**src/rtl/fifo_uart_tx.sv**
```systemverilog
// FIFO consumer drain: pops one byte at a time and sends it as an 8N1 UART frame.
// tx, read_event and busy are decoded from registered state only.
module fifo_uart_tx #(
  parameter int CLKS_PER_BIT = 16,
  parameter int CNT_W        = $clog2(CLKS_PER_BIT)
) (
  input  logic        clk,
  input  logic        rst,
  input  logic        enable,
  input  logic        Q_EMPTY,
  input  logic [7:0]  fifo_data,
  output logic        read_event,
  output logic        tx,
  output logic        busy,
  output logic [15:0] frames_sent
);

  typedef enum logic [2:0] {
    S_IDLE,
    S_POP,
    S_WAIT,
    S_START,
    S_DATA,
    S_STOP
  } state_e;

  localparam logic [CNT_W-1:0] CNT_LAST = CNT_W'(CLKS_PER_BIT - 1);

  state_e        state_q, state_d;
  logic [CNT_W-1:0] cnt_q, cnt_d;
  logic [2:0]    idx_q, idx_d;
  logic [7:0]    shift_q, shift_d;
  logic [15:0]   frames_sent_q, frames_sent_d;
  logic          bit_end;

  assign bit_end = (cnt_q == CNT_LAST);

  always_ff @(posedge clk) begin
    if (!rst) begin
      state_q       <= S_IDLE;
      cnt_q         <= '0;
      idx_q         <= '0;
      shift_q       <= '0;
      frames_sent_q <= '0;
    end else begin
      state_q       <= state_d;
      cnt_q         <= cnt_d;
      idx_q         <= idx_d;
      shift_q       <= shift_d;
      frames_sent_q <= frames_sent_d;
    end
  end

  always_comb begin
    state_d       = state_q;
    cnt_d         = cnt_q;
    idx_d         = idx_q;
    shift_d       = shift_q;
    frames_sent_d = frames_sent_q;
    unique case (state_q)
      S_IDLE: begin
        if (enable && !Q_EMPTY) state_d = S_POP;
      end
      S_POP: begin
        state_d = S_WAIT;
      end
      S_WAIT: begin
        shift_d = fifo_data;
        state_d = S_START;
      end
      S_START: begin
        if (bit_end) begin
          cnt_d   = '0;
          idx_d   = '0;
          state_d = S_DATA;
        end else begin
          cnt_d = cnt_q + 1'b1;
        end
      end
      S_DATA: begin
        if (bit_end) begin
          cnt_d   = '0;
          shift_d = {1'b0, shift_q[7:1]};
          idx_d   = idx_q + 3'd1;
          if (idx_q == 3'd7) state_d = S_STOP;
        end else begin
          cnt_d = cnt_q + 1'b1;
        end
      end
      S_STOP: begin
        if (bit_end) begin
          cnt_d         = '0;
          frames_sent_d = frames_sent_q + 16'd1;
          state_d       = S_IDLE;
        end else begin
          cnt_d = cnt_q + 1'b1;
        end
      end
      default: begin
        cnt_d   = '0;
        state_d = S_IDLE;
      end
    endcase
  end

  always_comb begin
    tx = 1'b1;
    unique case (1'b1)
      (state_q == S_START): tx = 1'b0;
      (state_q == S_DATA):  tx = shift_q[0];
      default:              tx = 1'b1;
    endcase
  end

  assign read_event  = (state_q == S_POP);
  assign busy        = (state_q != S_IDLE);
  assign frames_sent = frames_sent_q;

endmodule
```
**config.mk**
```make
export PLATFORM = sky130hd
export DESIGN_NAME = fifo_uart_tx
export DESIGN_NICKNAME = d
export VERILOG_FILES = /design/src/rtl/fifo_uart_tx.sv
export SDC_FILE = /design/constraint.sdc
export NUM_CORES = 1
export LEC_CHECK = 0
export BUFFER_PORTS_ARGS = -buffer_cell sky130_fd_sc_hd__buf_4
export CAP_MARGIN = 20
export CELL_PAD_IN_SITES_DETAIL_PLACEMENT = 0
export CELL_PAD_IN_SITES_GLOBAL_PLACEMENT = 2
export CORE_MARGIN = 2
export CORE_UTILIZATION = 30
export CTS_BUF_LIST = sky130_fd_sc_hd__clkbuf_4 sky130_fd_sc_hd__clkbuf_8
export DETAILED_ROUTE_END_ITERATION = 8
export PLACE_DENSITY = 0.73
export SETUP_SLACK_MARGIN = 0.4
export SYNTH_ARGS = -nofsm -noshare
export SYNTH_HDL_FRONTEND = slang
export SYNTH_SLANG_ARGS = --single-unit
```
**constraint.sdc**
```tcl
create_clock -name clk -period 3.4 [get_ports clk]
set_clock_uncertainty 0.1 [all_clocks]
set_input_delay 0.34 -clock clk [delete_from_list [all_inputs] [get_ports clk]]
set_output_delay 0.34 -clock clk [all_outputs]
set_load 0.1 [all_outputs]
```
; ---- After elaboration in Yosys (flattened, before gate mapping)
; Cells that the tools add are included.
[word_totals]
word_cells = 45
reg_bits = 34
input_bits = 12
[classes]
muxes = 13
n_reduce_logical = 12
n_eq_ne = 12
n_addsub = 3
[op_table]
columns = operator, n
row1 = $mux 3, 6
row2 = $pmux 3 s6, 1
row3 = $add 16x1->16 const B, 1
row4 = $pmux 8 s2, 1
row5 = $ne 2x2->1 const B, 5
row6 = $eq 3x3->1 const B, 3
row7 = $mux 8, 1
row8 = $pmux 4 s2, 1
row9 = $eq 3x2->1 const B, 2
row10 = $pmux 3 s2, 1
row11 = $reduce_or 3->1, 2
row12 = $reduce_and 5->1, 1
row13 = $add 4x1->4 const B, 1
row14 = $eq 4x4->1 const B, 1
row15 = $mux 4, 1
row16 = $reduce_and 2->1, 2
row17 = $reduce_bool 2->1, 2
row18 = $add 3x1->3 const B, 1
row19 = $eq 3x1->1 const B, 1
row20 = $logic_not 3->1, 1
row21 = $reduce_and 3->1, 1
row22 = $reduce_bool 3->1, 1
row23 = $pmux 1 s2, 1
row24 = $logic_and 1x1->1, 1
row25 = $logic_not 1->1, 1

; ---- Longest topological paths before layout
; Gate-level depths: netlist (run 1).
[logic_depth]
word_depth = 4
ltp_mapped = 6
depth_no_buf = 5

; ---- Least setup slack after synthesis (run 1)
; No wires, ideal clock.
[synth_timing]
path_type = reg2out
from = register state_q[0]
to = output read_event
slack_ns = -0.169
t_required_ns = 2.960
arrival_ns = 3.129
stages_incl_launch_ff = 5
path_cell_list = dfxtp_1 clkbuf_1 clkbuf_1 inv_1 nor3_1
[synth_via]
elab_chain_len = 1
[synth_lines]
columns = item, line
row1 = "start, declared", 29  ; state_e state_q, state_d;
row2 = "start signal, assigned", 46  ; state_q <= state_d;
row3 = $eq 3x1->1, 115  ; assign read_event = (state_q == S_POP);
row4 = "end, declared", 12  ; output logic read_event,
; Every way passes these cells.

; ---- Worst setup path in the final report (run 1)
[layout_timing]
from = register cnt_q[0]
to = register frames_sent_q[15] (netlist: frames_sent[15])
[layout_via]
elab_chain_len = 2
[layout_lines]
columns = item, line
row1 = "start, declared", 30  ; logic [CNT_W-1:0] cnt_q, cnt_d;
row2 = "start signal, assigned", 47  ; cnt_q <= cnt_d;
row3 = $eq 4x4->1, 36  ; assign bit_end = (cnt_q == CNT_LAST);
row4 = $reduce_and 2->1 (no line), n/a
row5 = "end signal, assigned", 50  ; frames_sent_q <= frames_sent_d;
row6 = "end, declared", 33  ; logic [15:0] frames_sent_q, frames_sent_d;
; Every way passes these cells.
; A chain may end at the register's enable or synchronous reset.

==> results.json, run 1 <==
{
  "fin_ws_ps": 1140,
  "place_ws_ps": 1150,
  "cts_post_setup_buffers_inserted": 0,
  "critPathArrivalTime_ps": 2320,
  "numClockSinks": 34,
  "design.die.area_sq_um": 6740,
  "number_of_antenna_violations_at_the_first_check_in_global_routing": 0,
  "via_per_inst": 4.96,
  "syn_inst": 212,
  "seq_cells_post_synth": 34,
  "run_status": "finished, final reports clean",
  "globalRoute.totalOverflow": 0,
  "static_leak_nw": 0.903,
  "worst_ep_required_time_ps": 3460,
  "syn-mean-instance-area_sq_um": 8.63,
  "synth_area_sq_um": 1830,
  "ys_warn_count": 0,
  "pwr_density_cell_nw_per_um2": 399,
  "synth-async-reset-ratio": 0,
  "first_global_vias": 1428,
  "detail_route.wirelength_um": 4010,
  "synth_top_area_frac": 0.372,
  "cts.reportedPaths.clkPinSlew_ps": 70,
  "critical_path_end_type": "flip-flop",
  "synth_flop_cell": "dfxtp_1",
  "die_h_um": 82.1,
  "largest_net_degree_at_the_start_of_global_routing": 44,
  "cp-startpoint": "cnt_q[0]",
  "crit_chain": "ha_1, nand3_4, or4_1, o311ai_0, o41ai_1",
  "setup.worst_path.start_class": "flip-flop",
  "finalCoreUtilization": 0.377,
  "cell_family_with_most_cp_delay": "simple AND/OR/NAND/NOR gates",
  "finish.net_count": 253,
  "port-buffer-count": 30,
  "layout-area-overhead-vs-synth_pct": 21.8,
  "hold_start": "fifo_data[7]",
  "max_clock_freq_mhz": 443,
  "muxShareOfSynthArea": 0.0547,
  "maxSlewViolCount": 0,
  "yosysSeqAreaShare": 0.372,
  "drt_pass1_iterations": 4,
  "yosys.area_share.xor_xnor": 0.0335,
  "post-route-drc-count": 0,
  "cts-buffers-inserted": 5,
  "launch_instance_of_the_worst_register_to_register_path": "cnt_q[0]",
  "die_w_um": 82.1,
  "vias": 1553,
  "startpoint_to_endpoint_class_of_the_critical_path": "reg -> reg",
  "globalplace.congestion": 0.665,
  "ir_drop_v": 0.000184,
  "finalSetupViolCount": 0,
  "min_period_over_period": 0.664,
  "io-pin-count": 31,
  "max_cap_violations": 0,
  "setup_tns_ps": 0,
  "synthSimpleGateAreaFrac": 0.287,
  "cts_hold_buf": 0,
  "clock_insertion_delay_worst_skew_ps": 280,
  "grt.total_usage": 0.129,
  "fraction_of_the_mapped_netlist_area_in_compound_gates": 0.182,
  "min_path_type": "in -> reg",
  "main_area_contributors_after_synthesis": "dfxtp_1, mux2i_1, nand2b_1",
  "critical_path_buf_inv_count": 0,
  "adder_cell_share_of_the_synthesized_area": 0.0273,
  "drt-initial-drc-count": 97,
  "number_of_standard_cell_rows_in_the_floorplan": 28,
  "initial_cell_density_of_the_core": 0.309,
  "htree_levels": 2,
  "antennaDiodeCount": 0,
  "tritoncts": "yes",
  "layout-drive-gt1-share": 0.202,
  "slew_headroom": 0.533,
  "synth_nets": 228,
  "number_of_antenna_violating_nets_in_the_routed_design": 0,
  "whs_ps": 335,
  "grt_pass1_wl_um": 6680,
  "synth_top_cell_by_area": "dfxtp_1",
  "avgRoutedWirePerCell_um": 12.8,
  "period_minus_slack_ps": 2260,
  "rsz_0062_raised_after_global_routing": "no",
  "timing_hold_violations_final": 0,
  "clockRootBuffer": "clkbuf_8",
  "worst-path-max-fanout": 8,
  "tightest_slew_ps": 701,
  "clock_path_buffers": 2,
  "max_stage_delay_ps": 670,
  "cp_slowest_cell": "or4_1",
  "synth_edf_count": 0,
  "ctsResizeCount": 0,
  "core_region_area_sq_um": 5920,
  "synth_cell_type_count": 46,
  "dp_hpwl_um": 2740,
  "synth_top_family_by_area": "simple AND/OR/NAND/NOR gates"
}
==> cells in the mapped netlist (2+ instances only) <==
cell type,n
dfxtp_1,34
nand2_1,15
clkbuf_1,12
nand2b_1,11
a21oi_1,10
mux2i_1,10
o21ai_0,10
o211ai_1,9
and2_1,8
nor3_1,7
nand3_1,6
nor2b_1,6
or3_1,6
a21boi_1,5
nand4_1,5
nor2_1,5
xnor2_1,5
and3_1,4
ha_1,4
inv_1,4
a31oi_1,3
nor4_1,3
o22ai_1,3
a211oi_1,2
a21boi_0,2
o41ai_1,2
xor2_1,2
==> stage by stage <==
step	instance area, sq um	std cells	total power (W)
2_1_floorplan	1840	212	0.000490
4_1_cts	2230	313	0.000904
5_1_grt	2230	313	0.000928
3_3_place_gp	2120	305	0.000514
6_report	2230	313	0.000890
3_5_place_dp	2120	305	0.000514
==> placed cells by master (no fill, tap or decap), types with 2 or more instances in the layout <==
cell      count
a211oi_1      2
a21boi_0      2
a21boi_1      5
a21oi_1       9
a31oi_1       3
and2_1        8
and3_1        4
buf_4        33
clkbuf_4      2
clkbuf_8      5
dfxtp_1      34
ha_1          4
inv_1         4
mux2i_1      10
nand2_1      15
nand2b_1     11
nand3_1       6
nand4_1       5
nor2_1        5
nor2b_1       6
nor3_1        6
nor4_1        3
o211ai_1      9
o21ai_0      10
o22ai_1       3
o41ai_1       2
or3_1         6
xnor2_1       5
xor2_1        2
==> per-layer routing <==
layer | track usage | part of all wire
met3 | 0.0293 | 0.033
met2 | 0.190 | 0.46
met5 | 0 | 0
met4 | 0.0550 | 0.013
met1 | 0.179 | 0.49
==> final cells by class <==
cell class / instances / area (sq um)
clock buffer: 7 / 83.8
clock inverter: 1 / 30.0
fill: 623 / 3690
inverter: 4 / 15.0
multi-input combinational: 159 / 1080
sequential: 34 / 681
tap: 75 / 93.8
timing repair buffer: 33 / 248
==> worst min-delay path, stage by stage <==
cell	delay, ps
buf_4	80
o41ai_1	60
a211oi_1	190
==> cells by family after synthesis <==
group / after synthesis
AO/OA/AOI/OAI: 51
XOR/XNOR: 7
adder cells (fa/ha/maj): 4
buffers and inverters: 19
flip-flops: 34
multiplexers: 10
AND/OR/NAND/NOR: 87
==> power breakdown <==
group / internal, W / switching, W / leakage [nW]
Combinational: 0.0000358 / 0.0000546 / 0.569
Sequential: 0.000406 / 0.00000751 / 0.275
Clock: 0.000235 / 0.000150 / 0.0593
Total: 0.000678 / 0.000212 / 0.903
==> state kept, by name, summed over array words and instances (netlist names) <==
name	count
frames_sent	16
shift_q	8
state_q	3
cnt_q	4
idx_q	3
==> worst paths after layout <==
check                          to  slack (ps)  cells after the start
setup reg to reg  frames_sent[15]        1140                      5
hold / removal         shift_q[7]         330                      3
hold reg to reg        shift_q[5]         360                      2
setup / recovery  frames_sent[15]        1140                      5
Power figures use the tool's default switching activity.
==> run 2, diff against run 1 <==
PLACE_DENSITY = 0.76   (was 0.73)
clock period = 2 ns   (was 3.4 ns; I/O delays follow)
==> results.json, run 2 (synthesis results as in run 1) <==
{
  "core_region_area_sq_um": 5920,
  "post-route-drc-count": 0,
  "numClockSinks": 34,
  "tightest_slew_ps": 395,
  "period_minus_slack_ps": 1770,
  "io-pin-count": 31,
  "max_clock_freq_mhz": 566,
  "max_cap_violations": 0,
  "clockRootBuffer": "clkbuf_8",
  "setup.worst_path.start_class": "flip-flop",
  "htree_levels": 2,
  "clock_insertion_delay_worst_skew_ps": 280,
  "worst_ep_required_time_ps": 2120,
  "layout-drive-gt1-share": 0.438,
  "max_stage_delay_ps": 500,
  "pwr_density_cell_nw_per_um2": 537,
  "crit_chain": "ha_4, and3_4, or4b_4, or3_1, a21boi_1",
  "number_of_antenna_violating_nets_in_the_routed_design": 0,
  "antennaDiodeCount": 0,
  "die_w_um": 82.1,
  "clock_path_buffers": 2,
  "cp-startpoint": "frames_sent[1]",
  "ir_drop_v": 0.000372,
  "grt.total_usage": 0.147,
  "cts-buffers-inserted": 5,
  "cp-endpoint": "frames_sent[12]",
  "ff2ff_path_depth": 5,
  "timing.reg2reg.setup_slack_ps": 230,
  "cp_slowest_cell": "or4b_4",
  "critPathArrivalTime_ps": 1890,
  "first_global_vias": 1648,
  "grt_met3_usage": 0.0337,
  "globalRoute.totalOverflow": 0,
  "setup_tns_ps": 0,
  "layout-area-overhead-vs-synth_pct": 59.1,
  "leading_cell_type_in_the_layout_fill_and_taps_excluded": "buf_4",
  "most-common-layout-cells": "buf_4, dfxtp_1, nand2_1, dfxtp_4, nand2b_1",
  "detail_route.wirelength_um": 4790,
  "grt_util_met2": 0.259,
  "placedCellCount": 310,
  "finish.net_count": 291,
  "rsz_0062_raised_after_global_routing": "yes",
  "via_per_inst": 5.05,
  "largest_register_ffs": 16,
  "cts_hold_buf": 0,
  "finalSetupViolCount": 0,
  "cell_count_final_fillers_out": 351,
  "number_of_antenna_violations_at_the_first_check_in_global_routing": 0,
  "maxSlewViolCount": 0,
  "drt_pass1_iterations": 7,
  "min_period_over_period": 0.884,
  "grt_busiest_layer": "met2",
  "initial_cell_density_of_the_core": 0.309,
  "timing_hold_violations_final": 0,
  "min_path_type": "in -> reg",
  "slew_headroom": 0.736,
  "largest_net_degree_at_the_start_of_global_routing": 44,
  "worst-path-max-fanout": 7,
  "cell_family_with_most_cp_delay": "simple AND/OR/NAND/NOR gates",
  "static_leak_nw": 1.20,
  "port-buffer-count": 30,
  "tritoncts": "yes",
  "groute.layer.met1.usage": 0.174,
  "ff_latch_area_sq_um": 737,
  "dp_hpwl_um": 2790,
  "launch_instance_of_the_worst_register_to_register_path": "frames_sent[1]",
  "path_depth": 5,
  "die_h_um": 82.1,
  "drt-initial-drc-count": 33,
  "design_power_total_w": 0.00156,
  "design.die.area_sq_um": 6740,
  "multi_input_comb_area_sq_um": 1250,
  "critical_path_end_type": "flip-flop",
  "fillers": 544,
  "run_status": "finished, final reports clean",
  "startpoint_to_endpoint_class_of_the_critical_path": "reg -> reg",
  "vias": 1772,
  "grt_pass1_wl_um": 7650,
  "ff_to_ff_end": "frames_sent[12]",
  "critical_path_buf_inv_count": 0,
  "number_of_standard_cell_rows_in_the_floorplan": 28,
  "cts.reportedPaths.clkPinSlew_ps": 70,
  "globalplace.congestion": 0.771,
  "avgRoutedWirePerCell_um": 13.6
}
run 2: worst min-delay path: stages:
cell,delay [ps]
buf_4,80
o41ai_1,60
a211oi_1,190
run 2: what timing repair did:
action	CTS	global route
pin swaps	5	11
buffers inserted	14	16
setup endpoints to repair	28	24
resized for setup	32	21
endpoints found under the hold margin	0	0
gates cloned	2	1
run 2: through the flow:
step / setup WS (ps) / utilization / cell area, sq um / hold WS, ps
2_1_floorplan: -38.2 / - / 1990 / 243
3_3_place_gp: 76.7 / 0.382 / 2260 / 347
3_5_place_dp: 55.2 / 0.382 / 2260 / 352
4_1_cts: 224 / 0.450 / 2670 / 178
5_1_grt: 154 / 0.492 / 2910 / 234
6_report: 233 / 0.492 / 2910 / 182
run 2: area by class of cell:
class,count,share of cell area
multi-input cells,159,0.430
flip-flops and latches,34,0.253
repair buffers,71,0.242
well taps,75,0.0322
clock buffers,5,0.0236
clock inverters,3,0.0137
inverters,4,0.00515
run 2: worst min path at each step:
stage                             from             end  depth (start not counted)
after floorplan                    rst  frames_sent[3]                          2
after global placement      shift_q[0]      shift_q[0]                          2
after detailed placement    shift_q[2]      shift_q[2]                          2
after CTS                 fifo_data[7]      shift_q[7]                          3
after global routing      fifo_data[7]      shift_q[7]                          3
final                     fifo_data[7]      shift_q[7]                          3
run 2: routing by layer:
| layer | share of wire | routed length (um) |
|---|---|---|
| met4 | 0.017 | 83 |
| met2 | 0.48 | 2310 |
| met5 | 0 | 0 |
| met1 | 0.46 | 2220 |
| met3 | 0.035 | 170 |
run 2: power by group:
group / leakage (nW) / switching (W) / internal (W)
sequential: 0.287 / 0.0000125 / 0.000676
clock: 0.0579 / 0.000261 / 0.000367
combinational: 0.851 / 0.000118 / 0.000129
total: 1.20 / 0.000392 / 0.00117
==> run 3, diff against run 2 <==
PLACE_DENSITY = 0.73   (was 0.76)
clock period = 2.3 ns   (was 2 ns; I/O delays follow)
==> results.json, run 3 (synthesis results as in run 1) <==
{
  "via_per_inst": 5.09,
  "worst-path-max-fanout": 7,
  "core_region_area_sq_um": 5920,
  "layout-drive-gt1-share": 0.317,
  "rsz_0062_raised_after_global_routing": "yes",
  "net_switching_power_w": 0.000316,
  "worst_ep_required_time_ps": 2410,
  "launch_instance_of_the_worst_register_to_register_path": "cnt_q[1]",
  "critical_path_end_type": "flip-flop",
  "antennaDiodeCount": 0,
  "die_h_um": 82.1,
  "min_path_cells": 3,
  "internal_power_w": 0.00100,
  "tritoncts": "yes",
  "period_minus_slack_ps": 1870,
  "io-pin-count": 31,
  "power.switching_fraction": 0.240,
  "startpoint_to_endpoint_class_of_the_critical_path": "reg -> reg",
  "design.die.area_sq_um": 6740,
  "first_global_vias": 1511,
  "whs_ps": 244,
  "htree_levels": 2,
  "number_of_antenna_violations_at_the_first_check_in_global_routing": 0,
  "maxSlewViolCount": 0,
  "power_frac_clock": 0.429,
  "cp-startpoint": "cnt_q[1]",
  "pwr_density_cell_nw_per_um2": 548,
  "min_path_type": "in -> reg",
  "leading_cell_type_in_the_layout_fill_and_taps_excluded": "buf_4",
  "max_cap_violations": 0,
  "crit_chain": "ha_4, nand3_4, or4b_4, or3_4, a21boi_2",
  "finish.net_count": 258,
  "most-common-layout-cells": "buf_4, dfxtp_1, nand2_1",
  "share_seq_of_total_power": 0.459,
  "clock_insertion_delay_worst_skew_ps": 280,
  "finalCoreUtilization": 0.405,
  "detail_route.wirelength_um": 4280,
  "cell_family_with_most_cp_delay": "simple AND/OR/NAND/NOR gates",
  "avgRoutedWirePerCell_um": 13.5,
  "max_stage_delay_ps": 590,
  "place_ws_ps": 285,
  "cts.reportedPaths.clkPinSlew_ps": 70,
  "tightest_slew_ps": 497,
  "cts-buffers-inserted": 5,
  "max_clock_freq_mhz": 535,
  "fillers": 600,
  "grt.total_usage": 0.137,
  "numClockSinks": 34,
  "power.share.combinational": 0.112,
  "port-buffer-count": 30,
  "post-route-drc-count": 0,
  "setup_tns_ps": 0,
  "cp_slowest_cell": "or4b_4",
  "critPathArrivalTime_ps": 1980,
  "min_period_over_period": 0.813,
  "timing_hold_violations_final": 0,
  "dp_hpwl_um": 2810,
  "finish.instance_area_sq_um": 2400,
  "clock_path_buffers": 2,
  "finalSetupViolCount": 0,
  "drt_pass1_iterations": 4,
  "largest_net_degree_at_the_start_of_global_routing": 44,
  "critical_path_buf_inv_count": 0,
  "ir_drop_v": 0.000300,
  "number_of_standard_cell_rows_in_the_floorplan": 28,
  "drt-initial-drc-count": 82,
  "run_status": "finished, final reports clean",
  "die_w_um": 82.1,
  "fin_ws_ps": 431,
  "number_of_antenna_violating_nets_in_the_routed_design": 0,
  "ff2ff_path_depth": 5,
  "largest_register_ffs": 16,
  "static_leak_nw": 0.932,
  "detailed_place.area_sq_um": 2200,
  "grt_pass1_wl_um": 7090,
  "path_depth": 5,
  "hold_start": "fifo_data[7]",
  "vias": 1618,
  "globalplace.congestion": 0.760,
  "initial_cell_density_of_the_core": 0.309,
  "setup.worst_path.start_class": "flip-flop",
  "clockRootBuffer": "clkbuf_8",
  "globalRoute.totalOverflow": 0,
  "layout-area-overhead-vs-synth_pct": 31.0,
  "slew_headroom": 0.666
}
==> run 3: cell types whose count changed in the layout (fill, tap and decap cells not counted), moves of 4 or more <==
cell | before | now
buf_6 | 8 | 2
dfxtp_4 | 14 | 10
buf_4 | 54 | 35
buf_12 | 6 | 0
==> run 3: power groups by stage <==
stage / logic (W) / registers, W / clock network (W)
5_1_grt: 0.000161 / 0.000605 / 0.000609
6_report: 0.000147 / 0.000604 / 0.000564
3_3_place_gp: 0.000140 / 0.000618 / 0
2_1_floorplan: 0.000108 / 0.000614 / 0
4_1_cts: 0.000140 / 0.000605 / 0.000583
3_5_place_dp: 0.000140 / 0.000618 / 0
==> run 3: per-stage QoR <==
step,instances,total power (W)
after floorplan,212,0.000722
after global placement,305,0.000758
after detailed placement,305,0.000758
after CTS,313,0.00133
after global routing,318,0.00138
final,318,0.00132
==> run 3: final timing paths <==
kind | endpoint | slack, ps
worst max-delay path | frames_sent[10] | 430
worst min-delay path | shift_q[7] | 240
worst max register to register | frames_sent[10] | 430
worst min register to register | shift_q[1] | 360
==> run 3: per-layer routing <==
metal  up-vias  part of all wire  GRT usage
li1        831                 -          -
met1       759              0.47      0.175
met2        26              0.49      0.221
met3         2             0.035     0.0380
met4         0            0.0077     0.0450
met5         -                 0          0
==> run 3: what timing repair did <==
action | CTS | global route
endpoints found under the setup margin | 8 | 18
pin swaps | 2 | 2
buffers inserted | 0 | 5
endpoints found under the hold margin | 0 | 0
hold buffers | 0 | 0
resized for setup | 4 | 10
gates cloned | 0 | 0
==> run 3: tightest hold or removal path: cells and delay by family <==
kind	cells	cell delay [ps]
AOI/OAI and AO/OA	2	260
buffers and inverters	1	80
==> run 3: cell type report <==
type                            instances  area (sq um)  share of cell area
Clock inverter                          1          30.0              0.0125
Clock buffer                            7          83.8              0.0350
Inverter                                4          15.0             0.00626
Tap cell                               75          93.8              0.0391
Timing Repair Buffer                   38           300               0.125
Multi-Input combinational cell        159          1150               0.480
Sequential cell                        34           724               0.302
